--- src/rtl/bcd_pkg.sv ---
// Shared types and helpers for the BCD-to-binary converter.
// Digit width, FSM states and the minimum binary width check.
package bcd_pkg;

  localparam int DIGIT_W = 4;

  typedef enum logic [1:0] {
    IDLE,
    SHIFT,
    DONE
  } state_t;

  // Smallest w with 2**w >= 10**digits
  function automatic int min_bin_w(input int digits);
    longint unsigned p;
    int w;
    p = 64'd1;
    for (int i = 0; i < digits; i++) p = p * 64'd10;
    w = 0;
    while ((64'd1 << w) < p) w++;
    return w;
  endfunction

endpackage

--- src/rtl/bcd_digit_corr.sv ---
// One-digit reverse double-dabble correction.
// Digits that reach 8 after a right shift lose 3.
module bcd_digit_corr
  import bcd_pkg::*;
(
  input  logic [DIGIT_W-1:0] d,
  output logic [DIGIT_W-1:0] q
);

  assign q = (d >= 4'd8) ? d - 4'd3 : d;

endmodule

--- src/rtl/bcd2bin_seq.sv ---
// Sequential BCD-to-binary converter, one shift per clock.
// Define BCD2BIN_DIGIT_CHECK_EN to flag and zero invalid digits.
module bcd2bin_seq
  import bcd_pkg::*;
#(
  parameter int DIGITS = 4,
  parameter int BIN_W  = 14
) (
  input  logic                    clk,
  input  logic                    rst,
  input  logic [DIGIT_W*DIGITS-1:0] in_bcd,
  input  logic                    in_valid,
  output logic                    in_ready,
  output logic [BIN_W-1:0]        out_bin,
  output logic                    out_valid,
  output logic                    out_err
);

  localparam int BCD_W = DIGIT_W * DIGITS;
  localparam int CNT_W = $clog2(BIN_W);

  if (BIN_W < min_bin_w(DIGITS)) begin : g_bad_w
    $error("bcd2bin_seq: BIN_W too small for DIGITS");
  end

  state_t           state;
  state_t           state_nx;
  logic [BCD_W-1:0] bcd_reg;
  logic [BCD_W-1:0] bcd_sh;
  logic [BCD_W-1:0] bcd_cor;
  logic [BIN_W-1:0] bin_reg;
  logic [BIN_W-1:0] bin_sh;
  logic [CNT_W-1:0] cnt;
  logic             fire;
  logic             last;
  logic             err_q;

  assign fire   = in_valid && in_ready;
  assign last   = (cnt == CNT_W'(BIN_W - 1));
  assign bcd_sh = bcd_reg >> 1;
  assign bin_sh = {bcd_reg[0], bin_reg[BIN_W-1:1]};

  for (genvar g = 0; g < DIGITS; g++) begin : g_corr
    bcd_digit_corr u_corr (
      .d (bcd_sh[g*DIGIT_W +: DIGIT_W]),
      .q (bcd_cor[g*DIGIT_W +: DIGIT_W])
    );
  end

`ifdef BCD2BIN_DIGIT_CHECK_EN
  logic err_in;

  always_comb begin
    err_in = 1'b0;
    for (int i = 0; i < DIGITS; i++)
      if (in_bcd[i*DIGIT_W +: DIGIT_W] > 4'd9)
        err_in = 1'b1;
  end

  always_ff @(posedge clk) begin
    if (rst)
      err_q <= 1'b0;
    else if (fire)
      err_q <= err_in;
  end
`else
  assign err_q = 1'b0;
`endif

  always_comb begin
    state_nx  = state;
    in_ready  = 1'b0;
    out_valid = 1'b0;
    unique case (state)
      IDLE: begin
        in_ready = 1'b1;
        if (in_valid) state_nx = SHIFT;
      end
      SHIFT: begin
        if (last) state_nx = DONE;
      end
      DONE: begin
        out_valid = 1'b1;
        state_nx  = IDLE;
      end
      default: state_nx = IDLE;
    endcase
  end

  always_ff @(posedge clk) begin
    if (rst) state <= IDLE;
    else     state <= state_nx;
  end

  // Result lands on the last shift edge so it is stable during DONE
  always_ff @(posedge clk) begin
    if (rst) begin
      bcd_reg <= '0;
      bin_reg <= '0;
      cnt     <= '0;
      out_bin <= '0;
      out_err <= 1'b0;
    end else if (fire) begin
      bcd_reg <= in_bcd;
      bin_reg <= '0;
      cnt     <= '0;
    end else if (state == SHIFT) begin
      bcd_reg <= bcd_cor;
      bin_reg <= bin_sh;
      cnt     <= cnt + 1'b1;
      if (last) begin
        out_bin <= err_q ? '0 : bin_sh;
        out_err <= err_q;
      end
    end
  end

endmodule

--- config.mk ---
export PLATFORM = sky130hd
export DESIGN_NAME = bcd2bin_seq
export DESIGN_NICKNAME = d
export VERILOG_FILES = /design/src/rtl/bcd_pkg.sv /design/src/rtl/bcd_digit_corr.sv /design/src/rtl/bcd2bin_seq.sv
export SDC_FILE = /design/constraint.sdc
export NUM_CORES = 1
export LEC_CHECK = 0
export CAP_MARGIN = 20
export CELL_PAD_IN_SITES_DETAIL_PLACEMENT = 1
export CELL_PAD_IN_SITES_GLOBAL_PLACEMENT = 1
export CORE_ASPECT_RATIO = 0.5
export CORE_MARGIN = 2
export CORE_UTILIZATION = 40
export CTS_BUF_LIST = sky130_fd_sc_hd__clkbuf_16
export CTS_CLUSTER_DIAMETER = 100
export DETAILED_ROUTE_END_ITERATION = 6
export GPL_ROUTABILITY_DRIVEN = 0
export PLACE_DENSITY_LB_ADDON = 0.05
export SLEW_MARGIN = 20
export SYNTH_ARGS = -nofsm -noshare
export SYNTH_HDL_FRONTEND = slang
export SYNTH_SLANG_ARGS = --single-unit
--- constraint.sdc ---
create_clock -name clk -period 1.7 [get_ports clk]
set_input_delay 0.255 -clock clk [delete_from_list [all_inputs] [get_ports clk]]
set_output_delay 0.255 -clock clk [all_outputs]
set_load 0.02 [all_outputs]
## Word level (Yosys, flattened, before mapping)

Cells that the tools add are included.

| storage, ports and cells | value |
|---|---|
| bits in registers | 50 |
| bits in latches | 0 |
| memory bits (writable) | 0 |
| bits in read-only memories | 0 |
| input bits | 19 |
| output and inout bits | 17 |
| word-level logic and storage cells | 37 |
| memories | 0 |

| operators by class | value |
|---|---|
| $add $sub $neg | 5 |
| $mul | 0 |
| div/mod/pow operators | 0 |
| magnitude comparators | 4 |
| equal/unequal tests | 5 |
| shifts and indexed selects | 0 |
| multiplexer cells | 11 |
| bitwise logic cells | 1 |
| reduce and logical (&&, ||, !) cells | 6 |

Operator list:

| operator | number |
|---|---|
| two-way mux 16 bit | 2 |
| two-way mux 4 bit | 4 |
| >= comparator 4 bit (second input constant) | 3 |
| subtractor 4 x 2 -> 4 bit (second input constant) | 3 |
| adder 4 x 1 -> 4 bit (second input constant) | 1 |
| == test 4 bit (second input constant) | 1 |
| >= comparator 3 x 4 -> 1 bit (second input constant) | 1 |
| two-way mux 2 bit | 2 |
| != test 2 bit (second input constant) | 2 |
| case mux 2 bit (2 select lines) | 1 |
| subtractor 3 x 2 -> 4 bit (second input constant) | 1 |
| AND reduction 3 bit | 1 |
| == test 2 x 1 -> 1 bit (second input constant) | 1 |
| == test 2 bit (second input constant) | 1 |
| zero test 2 bit | 1 |
| two-way mux 1 bit | 2 |
| AND reduction 2 bit | 1 |
| nonzero test 2 bit | 1 |
| OR reduction 2 bit | 1 |
| logical AND 1 bit | 1 |
| NOT 1 bit | 1 |

## Logic depth before layout (Yosys ltp)

| depth | value |
|---|---|
| depth in word-level cells | 5 |
| gate-level depth with buffers | 6 |
| depth with buffers taken out | 5 |

## Cells and area by module

Synthesis repeated with hierarchy kept, for this count alone.

| second synthesis, totals | value |
|---|---|
| cells, all modules | 275 |
| area total of the unflattened synthesis | 2409.8 um^2 |

Modules (own cells, without submodules):

| module | instances | cells an instance | area an instance (um^2) | seq. area each (um^2) |
|---|---|---|---|---|
| bcd2bin_seq | 1 | 231 | 2104.5 | 980.9 |
| bcd_digit_corr | 4 | 11 | 76.3 | 0.0 |

## Worst setup path before layout

Ideal clock, no wire load.

| path | value |
|---|---|
| path type | register to register |
| start point | register cnt[1] |
| end point | register out_bin[10] |
| setup time | 0.059 ns |
| arrival | 1.234 ns |
| data required time | 1.641 ns |
| slack | 0.407 ns |
| stages on the path, launching flop included | 7 |
| path buffers | 1 |
| period minus slack after synthesis | 1.293 ns |
| cells stage by stage | dfxtp_1 > inv_1 > ha_1 > and3_1 > a21oi_4 > buf_4 > a22o_1 |

| between the ends | value |
|---|---|
| cells in the longest elaborated chain, start to end | 2 |

RTL lines:

| what | line | source |
|---|---|---|
| from (decl) | bcd2bin_seq.sv:33 | `logic [CNT_W-1:0] cnt;` |
| from (signal assigned) | bcd2bin_seq.sv:110 | `cnt <= cnt + 1'b1;` |
| == test 4 bit | bcd2bin_seq.sv:39 | `assign last = (cnt == CNT_W'(BIN_W - 1));` |
| AND reduction 3 bit (no source line) | -- |  |
| to (signal assigned) | bcd2bin_seq.sv:112 | `out_bin <= err_q ? '0 : bin_sh;` |
| to (decl) | bcd2bin_seq.sv:14 | `output logic [BIN_W-1:0] out_bin,` |

No other way between the ends.
A chain may end at the register's enable or synchronous reset.

## Final worst setup path

| path | value |
|---|---|
| start point | register state[1] |
| end point | output out_valid |

| between the ends | value |
|---|---|
| cells in the longest elaborated chain, start to end | 2 |

RTL lines:

| what | line | source |
|---|---|---|
| from (decl) | bcd2bin_seq.sv:26 | `state_t state;` |
| from (signal assigned) | bcd2bin_seq.sv:92 | `else state <= state_nx;` |
| == test 2 bit | bcd2bin_seq.sv:74 | `unique case (state)` |
| two-way mux 1 bit | bcd2bin_seq.sv:74 |  |
| to (decl) | bcd2bin_seq.sv:15 | `output logic out_valid,` |

No other way between the ends.

==> results.json <==
{
  "placement_rows": 18,
  "ordered_cell_list_for_the_critical_path": "inv_1 -> nor2_1 -> dlygate4sd2_1",
  "worst_ep_arrival_time_ns": 1.28,
  "syn-cell-area_um2": 2190,
  "post_cts_hold_buffer_count": 0,
  "clock_tree.buffer_depth": 2,
  "power-per-cell-area_nw_per_um2": 931,
  "setup_repair_after_global_routing_missed_its_margin": "false",
  "synth.top_cells.by_count": "sky130_fd_sc_hd__dfxtp_1 (49), sky130_fd_sc_hd__nand2_1 (29), sky130_fd_sc_hd__a22o_1 (13)",
  "post_cts_resized": 2,
  "synthesis.area_per_instance_um2": 9.61,
  "diodes": 0,
  "synthesis.nets": 255,
  "grt_max_degree": 18,
  "critPathLaunch": "state[1]",
  "syn_inst_count": 228,
  "maxCapViolCount": 0,
  "post_drt_wl_per_cell_um": 15.1,
  "path_max_fanout": 6,
  "synthMostInstantiatedCell": "sky130_fd_sc_hd__dfxtp_1",
  "cts.htree.levels": 2,
  "grt_pass1_vias": 1822,
  "fraction_of_final_layout_cells_sized_beyond_drive_strength_1": 0.137,
  "synth.distinct_cells": 41,
  "total_power_w": 0.00263,
  "synth_area_leaders": "sky130_fd_sc_hd__dfxtp_1 (45%), sky130_fd_sc_hd__a22o_1 (5.2%), sky130_fd_sc_hd__nand2_1 (5.0%), sky130_fd_sc_hd__ha_1 (4.6%), sky130_fd_sc_hd__a21oi_2 (3.2%)",
  "core-area_um2": 5090,
  "drcViolationCount": 0,
  "wl_um": 5130,
  "worst_setup_path_end_kind": "output pin",
  "crit_slowest_cell": "sky130_fd_sc_hd__dfxtp_1",
  "drtIter0Drc": 64,
  "cts.sinks": 49,
  "synthArstFlopShare": 0,
  "detail_route.wirelength.met1_um": 2610,
  "critPathKind": "flip-flop to output pin",
  "start_util": 0.430,
  "top_level_ports": 36,
  "die_area_um2": 6120,
  "cts_tree": "yes",
  "yosysWarnings": 0,
  "cp_data_required_time_ns": 1.44,
  "leakage_nw": 1.06,
  "synth_top_area_share": 0.448,
  "top_layer_used": "met4",
  "final_period_utilization": 0.904,
  "synthFlopType": "sky130_fd_sc_hd__dfxtp_1",
  "source_of_the_worst_register_to_register_timing_path": "state[0]",
  "synth.yosys.seq_area_share": 0.448,
  "hold_path_startpoint": "out_bin[11]",
  "vias_per_cell": 5.11,
  "die_h_um": 56.3,
  "die-width_um": 109,
  "postSynthRegisterBits": 49,
  "area_delta_synth_final_pct": 29.2,
  "fillCellCount": 585,
  "clk_root_buffer_cell": "sky130_fd_sc_hd__clkbuf_16",
  "pre_antenna_drt_iters": 4,
  "initial_antenna_violation_count": 0,
  "portBuffers": 34,
  "run_status": "complete, no violations",
  "fmax_mhz": 651,
  "fin_crit_ns": 1.54,
  "route.antenna.remaining_nets": 0,
  "number_of_enable_type_register_cells_in_the_synthesized_netlist": 0,
  "fin_cells": 340,
  "clk_transition_reported_paths_ns": 0.06,
  "finalHoldViolations": 0,
  "tritoncts_buffers": 5,
  "dp_hpwl_um": 3460,
  "finClkSkew_ns": 0.00247,
  "grt_first_pass_wirelength_um": 8810,
  "place_inst": 332,
  "globalRouteOverflowTotal": 0,
  "slew_viol_final": 0,
  "detailroute.via_count": 1738,
  "critical_path.startpoint_type": "flip-flop",
  "hold_class": "flip-flop to flip-flop",
  "max-vdd-ir-drop_uv": 397,
  "synthDominantAreaCellType": "sky130_fd_sc_hd__dfxtp_1",
  "cts_setup_buffers": 0,
  "wl_met2_um": 2310,
  "largest_register_ffs": 16,
  "critical_path.max_stage_delay_ns": 0.41,
  "grt_util_all_layers": 0.185,
  "final_nets": 296,
  "timing.final.setup_violations": 0,
  "met3_routed_wirelength_um": 159,
  "clock_latency_ns": 0.29
}
report_power, final:
part | switching [W] | internal (W) | leakage, nW
Combinational | 0.000143 | 0.000150 | 0.573
Clock | 0.000419 | 0.000691 | 0.0852
Sequential | 0.0000465 | 0.00119 | 0.398
worst paths after layout:
kind | depth (start not counted) | end | slack (ns)
worst max register to register | 4 | bcd_reg[2] | 0.17
worst max-delay path | 3 | out_valid | 0.16
worst min-delay path | 1 | out_bin[11] | 0.47
worst min register to register | 1 | out_bin[11] | 0.47
cell families after synthesis:
logic type,count (synthesis),synth area share
DFF,49,0.448
muxes,3,0.0137
and+or+nand+nor,76,0.186
buffers and inverters,26,0.0640
AOI/OAI and AO/OA,57,0.209
adders and majority gates,8,0.0457
other,1,0.00171
xor gates and xnor gates,8,0.0320
layout by cell type, fill, tap and decap left out, types with 5 or more instances in the layout:
master | netlist | final
sky130_fd_sc_hd__dfxtp_1 | 49 | 49
sky130_fd_sc_hd__clkdlybuf4s50_1 | 0 | 32
sky130_fd_sc_hd__nand2_1 | 29 | 29
sky130_fd_sc_hd__inv_1 | 12 | 13
sky130_fd_sc_hd__a22o_1 | 13 | 13
sky130_fd_sc_hd__nor2_1 | 11 | 11
sky130_fd_sc_hd__buf_4 | 6 | 11
sky130_fd_sc_hd__a21oi_1 | 10 | 10
sky130_fd_sc_hd__a21oi_2 | 8 | 8
sky130_fd_sc_hd__ha_1 | 8 | 8
sky130_fd_sc_hd__nor2b_1 | 7 | 7
sky130_fd_sc_hd__a221o_1 | 6 | 6
sky130_fd_sc_hd__nor3_1 | 6 | 6
sky130_fd_sc_hd__a211oi_1 | 5 | 5
sky130_fd_sc_hd__clkbuf_16 | 0 | 5
area by class of cell:
class                           instances  area [um^2]  share of cell area
Sequential cell                        49          981               0.346
Inverter                               12         45.0              0.0159
Timing Repair Buffer                   48          480               0.170
Clock inverter                          3         42.5              0.0150
Multi-Input combinational cell        153         1070               0.378
Clock buffer                            5          125              0.0442
Tap cell                               70         87.6              0.0309
per-stage QoR:
| step | setup slack, ns | setup TNS (ns) | area [um^2] | hold WS, ns | util |
|---|---|---|---|---|---|
| after floorplan | 0.407 | 0 | 2190 | 0.384 | - |
| after global placement | 0.0237 | 0 | 2670 | 0.457 | 0.524 |
| after detailed placement | -0.00912 | -0.0111 | 2670 | 0.458 | 0.524 |
| after CTS | 0.137 | 0 | 2830 | 0.477 | 0.556 |
| after global routing | 0.0288 | 0 | 2830 | 0.499 | 0.556 |
| final | 0.163 | 0 | 2830 | 0.474 | 0.556 |
worst max-delay path: cells and delay by family (launching register included):
| family | cells | cell delay (ns) |
|---|---|---|
| simple gates | 1 | 0.11 |
| buf+inv | 2 | 0.48 |
| flops | 1 | 0.41 |
per-layer routing:
metal / up-vias / GRT usage
met5: - / 0
met4: 0 / 0.0495
met3: 7 / 0.0453
met2: 23 / 0.296
met1: 836 / 0.249
li1: 872 / -
(Power assumes the default switching activity.)
